==> src/rtl/nibble_serial_adder_if.sv <==
// Operand/result handshake bundle for the nibble-serial add/sub unit.
// master drives operands and result acceptance; slave is the adder.
interface nibble_serial_adder_if #(
  parameter int WIDTH = 32
);
  logic             in_valid;
  logic             in_ready;
  logic             op_sub;
  logic [WIDTH-1:0] a;
  logic [WIDTH-1:0] b;
  logic             out_valid;
  logic             out_ready;
  logic [WIDTH-1:0] result;
  logic             carry_out;
  logic             overflow;
  logic             zero;

  modport master (
    output in_valid, op_sub, a, b, out_ready,
    input  in_ready, out_valid, result,
    input  carry_out, overflow, zero
  );

  modport slave (
    input  in_valid, op_sub, a, b, out_ready,
    output in_ready, out_valid, result,
    output carry_out, overflow, zero
  );
endinterface

==> src/rtl/nibble_serial_adder.sv <==
// Multi-cycle add/sub engine: one 4-bit adder reused LSB nibble first.
// Carry ripples between cycles through a single register.
module adder4 (
  input  logic [3:0] a,
  input  logic [3:0] b,
  input  logic       ci,
  output logic [3:0] s,
  output logic       co
);
  // 4-bit slice with carry in/out
  assign {co, s} = {1'b0, a} + {1'b0, b} + {4'b0, ci};
endmodule

module nibble_serial_adder #(
  parameter int WIDTH = 32
) (
  input  logic                 clk,
  input  logic                 reset_n,
  nibble_serial_adder_if.slave bus
);
  localparam int NIB = WIDTH / 4;
  localparam int IW  = (NIB > 1) ? $clog2(NIB) : 1;

  typedef enum logic [1:0] {
    IDLE,
    BUSY,
    DONE
  } state_t;

  state_t           state_q;
  logic [WIDTH-1:0] op_a_q;
  logic [WIDTH-1:0] op_b_q;
  logic [WIDTH-1:0] res_q;
  logic [IW-1:0]    idx_q;
  logic             cy_q;
  logic             a_msb_q;
  logic             b_msb_q;
  logic             in_ready_q;
  logic             out_valid_q;
  logic             carry_q;
  logic             ovf_q;
  logic             zero_q;

  logic [3:0]       sum;
  logic             sum_co;
  logic [WIDTH-1:0] res_nx;
  logic             last;
  logic             accept;

  adder4 u_add (
    .a  (op_a_q[3:0]),
    .b  (op_b_q[3:0]),
    .ci (cy_q),
    .s  (sum),
    .co (sum_co)
  );

  assign res_nx = {sum, res_q[WIDTH-1:4]};
  assign last   = (idx_q == IW'(NIB - 1));
  assign accept = bus.in_valid & in_ready_q;

  // Control FSM plus operand shifters and registered result/flags
  always_ff @(posedge clk or negedge reset_n) begin
    if (!reset_n) begin
      state_q     <= IDLE;
      op_a_q      <= '0;
      op_b_q      <= '0;
      res_q       <= '0;
      idx_q       <= '0;
      cy_q        <= 1'b0;
      a_msb_q     <= 1'b0;
      b_msb_q     <= 1'b0;
      in_ready_q  <= 1'b0;
      out_valid_q <= 1'b0;
      carry_q     <= 1'b0;
      ovf_q       <= 1'b0;
      zero_q      <= 1'b0;
    end else begin
      unique case (state_q)
        IDLE: begin
          in_ready_q <= 1'b1;
          if (accept) begin
            op_a_q     <= bus.a;
            op_b_q     <= bus.op_sub ? ~bus.b : bus.b;
            cy_q       <= bus.op_sub;
            idx_q      <= '0;
            a_msb_q    <= bus.a[WIDTH-1];
            b_msb_q    <= bus.b[WIDTH-1] ^ bus.op_sub;
            in_ready_q <= 1'b0;
            state_q    <= BUSY;
          end
        end
        BUSY: begin
          res_q  <= res_nx;
          op_a_q <= op_a_q >> 4;
          op_b_q <= op_b_q >> 4;
          cy_q   <= sum_co;
          idx_q  <= idx_q + IW'(1);
          if (last) begin
            out_valid_q <= 1'b1;
            carry_q     <= sum_co;
            ovf_q       <= (a_msb_q == b_msb_q) &&
                           (sum[3] != a_msb_q);
            zero_q      <= ~|res_nx;
            state_q     <= DONE;
          end
        end
        DONE: begin
          if (bus.out_ready) begin
            out_valid_q <= 1'b0;
            in_ready_q  <= 1'b1;
            state_q     <= IDLE;
          end
        end
        default: begin
          state_q <= IDLE;
        end
      endcase
    end
  end

  assign bus.in_ready  = in_ready_q;
  assign bus.out_valid = out_valid_q;
  assign bus.result    = res_q;
  assign bus.carry_out = carry_q;
  assign bus.overflow  = ovf_q;
  assign bus.zero      = zero_q;
endmodule

==> src/flat_wrapper.sv <==
// flat-port wrapper written by rule: the top's interface ports become plain ports
module nibble_serial_adder_flat 
#(
  parameter int WIDTH = 32
)
  (clk, reset_n, bus_in_valid, bus_op_sub, bus_a, bus_b, bus_out_ready, bus_in_ready, bus_out_valid, bus_result, bus_carry_out, bus_overflow, bus_zero);
  nibble_serial_adder_if #(.WIDTH(WIDTH)) bus_i ();
  input  logic clk;
  input  logic reset_n;
  input wire logic [$bits(bus_i.in_valid)-1:0] bus_in_valid;
  input wire logic [$bits(bus_i.op_sub)-1:0] bus_op_sub;
  input wire logic [$bits(bus_i.a)-1:0] bus_a;
  input wire logic [$bits(bus_i.b)-1:0] bus_b;
  input wire logic [$bits(bus_i.out_ready)-1:0] bus_out_ready;
  output wire logic [$bits(bus_i.in_ready)-1:0] bus_in_ready;
  output wire logic [$bits(bus_i.out_valid)-1:0] bus_out_valid;
  output wire logic [$bits(bus_i.result)-1:0] bus_result;
  output wire logic [$bits(bus_i.carry_out)-1:0] bus_carry_out;
  output wire logic [$bits(bus_i.overflow)-1:0] bus_overflow;
  output wire logic [$bits(bus_i.zero)-1:0] bus_zero;
  assign bus_i.in_valid = bus_in_valid;
  assign bus_i.op_sub = bus_op_sub;
  assign bus_i.a = bus_a;
  assign bus_i.b = bus_b;
  assign bus_i.out_ready = bus_out_ready;
  assign bus_in_ready = bus_i.in_ready;
  assign bus_out_valid = bus_i.out_valid;
  assign bus_result = bus_i.result;
  assign bus_carry_out = bus_i.carry_out;
  assign bus_overflow = bus_i.overflow;
  assign bus_zero = bus_i.zero;
  nibble_serial_adder #(.WIDTH(WIDTH)) u_core (.clk(clk), .reset_n(reset_n), .bus(bus_i));
endmodule
==> config.mk <==
export PLATFORM = sky130hd
export DESIGN_NAME = nibble_serial_adder_flat
export DESIGN_NICKNAME = d
export VERILOG_FILES = /design/src/rtl/nibble_serial_adder_if.sv /design/src/rtl/nibble_serial_adder.sv /design/src/flat_wrapper.sv
export SDC_FILE = /design/constraint.sdc
export NUM_CORES = 1
export LEC_CHECK = 0
export BUFFER_PORTS_ARGS = -buffer_cell sky130_fd_sc_hd__buf_4
export CAP_MARGIN = 30
export CORE_MARGIN = 5
export CORE_UTILIZATION = 32
export CTS_CLUSTER_DIAMETER = 40
export DETAILED_ROUTE_END_ITERATION = 10
export PLACE_DENSITY = 0.57
export SYNTH_ARGS = -nofsm -noshare
export SYNTH_HDL_FRONTEND = slang
export SYNTH_SLANG_ARGS = --single-unit
==> constraint.sdc <==
create_clock -name clk -period 2.9 [get_ports clk]
set_input_delay 0.58 -clock clk [delete_from_list [all_inputs] [get_ports clk]]
set_output_delay 0.58 -clock clk [all_outputs]
set_load 0.02 [all_outputs]
==> impl_results.md <==
- Area Overhead vs Synth: 24.4%
- Max Cap Viol: 0
- Core ar.: 15300 um2
- Gr usage total: 13.9%
- Cell at the root of the clock tree: clkbuf_16
- Die Wd: 135 um
- CP endpoint kind: register
- Sum of negative setup slack: 0 ns
- # fillers: between 1500 and 2000
- Most common cell after layout, fill and taps aside: nand2_1
- Largest net degree at the start of global routing: roughly 100
- Most common cell on crit path: fa_1
- CTS H-Tree Depth: 3
- Per-cell routed wire length: about 15 um
- Number of buffers and inverters on the critical path: 1
- RSZ-0062 raised after global routing: no
- Post-synthesis sequential area ratio: 54.4%
- Area share of the largest cell type after synthesis: 54.4%
- Hold_buf cts: 0
- WL final: ~12 mm
- Post_cts resized: 0
- Synth Register Bits: 109
- TritonCTS clock tree: done
- Port Buffer Count: roughly 110
- Fin. Hold Viols: 0
- Critical Path AT: 2.52 ns
- Period utilisation layout: approximately three quarters
- Routed vias: 4006
- EDFF count, synth: 0
- Design Area, Final: 6230 um2
- Drt pass-1 iters: 4
- Cells after Synth: between 500 and 600
- Worst IR Drop VDD: about 0.53 mV
- Io pins: 106
- Footprint of the multi-input gates: 2070 um2
- Gpl congestion: 0.817
- Register area: 2730 um2
- First-pass GRT wire length: 20.3 mm
- Die area: 18300 um2
- # DRC: 0
- CP peak stage delay: 0.57 ns
- Ys flop type: dfrtp_1
- Via-to-Cell Ratio: 4.80
- Detail Route Antenna Nets: 0
- Most frequent cells in the layout: 169 x nand2_1, 111 x buf_4, 109 x dfrtp_1, 63 x nor2_1, 31 x xnor2_1
- Slew Viols, Final: 0
- Cell variety after synth: 38
- Max FO, Critical Path: 2
- Final #Nets: around 700
- CTS Sinks: 109
- Initial antenna violation count: 0
- CP top delay family: adder cells
- Max Clk Rate: 0.448 GHz
- Initial core utilization: 32.8%
- CTS Buffer Depth: 2
- Vias in the first global route: 4059
- Total power: approximately 6.9 mW
- Placed inst area: 5940 um2
- Die Span Y: 135 um
- Power Dens Cells: 1110 nW/um2
- Min Hold Slack: between 0.15 and 0.2 ns
- Post-CTS Setup Bufs: 0
- Crit path kind: register to register
- Setup crit start kind: register
- Leak pwr: 3.01 nW
- HPWL Detailed: ~8.7 mm
- Worst-Margin Slew: roughly 0.98 ns
- Clk_lat worst skew: 0.35 ns
- Ys async rst share: 100%
- CTS clk-pin slew, worst paths: around 0.070 ns
- Synth Cell Area: between 5000 and 6000 um2
- Mapped Nets: 609
- Grt total ovfl: 0
- Mean Syn Cell Area: roughly 9.4 um2
- Number of antenna diodes: 0
- Final setup fails: 0
- Min-Delay Path Class: input port to asynchronous set/reset pin
- Fin util: 40.9%
- CP Data Required Time: around 3.2 ns
- Area leader, netlist: dfrtp_1
- Crit path time final: 2.23 ns
- Status: finished clean
- Synth area leaders: dfrtp_1 54%, nand2_1 13%, a221o_1 5.6%, xnor2_1 5.4%, nor2_1 4.7%
- Layout cells sized above 1: a little over a fifth
- Slowest CP cell: fa_1
- Site Rows: between 40 and 50
- 1st-iter DRT viols: between 200 and 300
- Critical Path, Cell by Cell: inv_1, fa_1, fa_1, nor4b_1, nand4_1, nor3_1, a22o_1
- CTS buffer count: 9
- Synth warn: 0
- Relative slew slack: roughly 34%
- Final clock skew: 0.00983 ns
## routing by layer
layer | share of wire (%) | routed length [um] | vias up | track usage, %
met1 | 46 | 5780 | 1930 | 18.7
met3 | 5.4 | 665 | 9 | 3.79
li1 | - | - | 1952 | -
met4 | 1.2 | 144 | 0 | 3.75
met5 | 0 | 0 | - | 0
met2 | 47 | 5840 | 115 | 22.1
## area by class of cell
class | count | share of cell area [%]
Clock inverter | 3 | 0.743
Inverter | 8 | 0.482
Clock buffer | 12 | 3.95
Tap cell | 211 | 4.23
Sequential cell | 109 | 43.7
Multi-Input combinational cell | 379 | 33.2
Timing Repair Buffer | 112 | 13.7
## worst paths after layout
| check | from | end | slack (ns) | depth (start not counted) |
|---|---|---|---|---|
| hold / removal | reset_n | u_core.bus.result[1] | 0.18 | 1 |
| max in group asynchronous | reset_n | u_core.op_a_q[8] | 1.95 | 2 |
| hold reg to reg | u_core.bus.overflow | u_core.bus.overflow | 0.48 | 2 |
| min in group clk | bus_a[29] | u_core.op_a_q[29] | 0.43 | 3 |
| setup reg to reg | u_core.cy_q | u_core.bus.zero | 0.67 | 7 |
| setup / recovery | u_core.cy_q | u_core.bus.zero | 0.67 | 7 |
## registers in the layout (all words and copies together) (netlist names)
signal / cells
u_core.bus.zero: 1
u_core.bus.overflow: 1
u_core.state_q: 2
u_core.op_a_q: 32
u_core.bus.result: 32
u_core.op_b_q: 32
u_core.cy_q: 1
u_core.bus.carry_out: 1
u_core.b_msb_q: 1
u_core.bus.in_ready: 1
u_core.idx_q: 3
u_core.bus.out_valid: 1
u_core.a_msb_q: 1
## power by group
part	total [mW]	switching, mW	internal, mW
registers	2.74	0.532	2.21
clock network	1.23	0.541	0.691
logic	2.93	1.72	1.21
## cells in the mapped netlist (2+ instances only)
cell / n
a31oi_1: 28
buf_4: 5
or3_1: 2
xor2_1: 2
inv_1: 8
dfrtp_1: 109
xnor2_1: 31
o21ai_0: 9
nand4_1: 2
nand3_1: 7
ha_1: 5
fa_1: 2
nand2_1: 170
clkbuf_1: 10
nor4b_1: 2
buf_6: 3
a211oi_1: 3
nor2_1: 63
nor4_1: 5
buf_2: 18
a21oi_1: 5
a221o_1: 28
## cell families (layout without fill, tap and decap cells)
group	after synthesis	after routing	synth area share (%)
compound gates	78	78	11.7
xor+xnor	33	33	5.77
fa+ha+maj	7	7	2.05
buf+inv	45	135	4.64
flops	109	109	54.4
simple gates	261	261	21.5
## per-stage QoR
stage | setup WS (ns) | std cells
2_1_floorplan | 0.858 | 533
3_3_place_gp | 0.760 | 819
3_5_place_dp | 0.675 | 819
4_1_cts | 0.662 | 834
5_1_grt | 0.554 | 834
6_report | 0.670 | 834
Note: power is estimated with default switching activity, not from simulation.
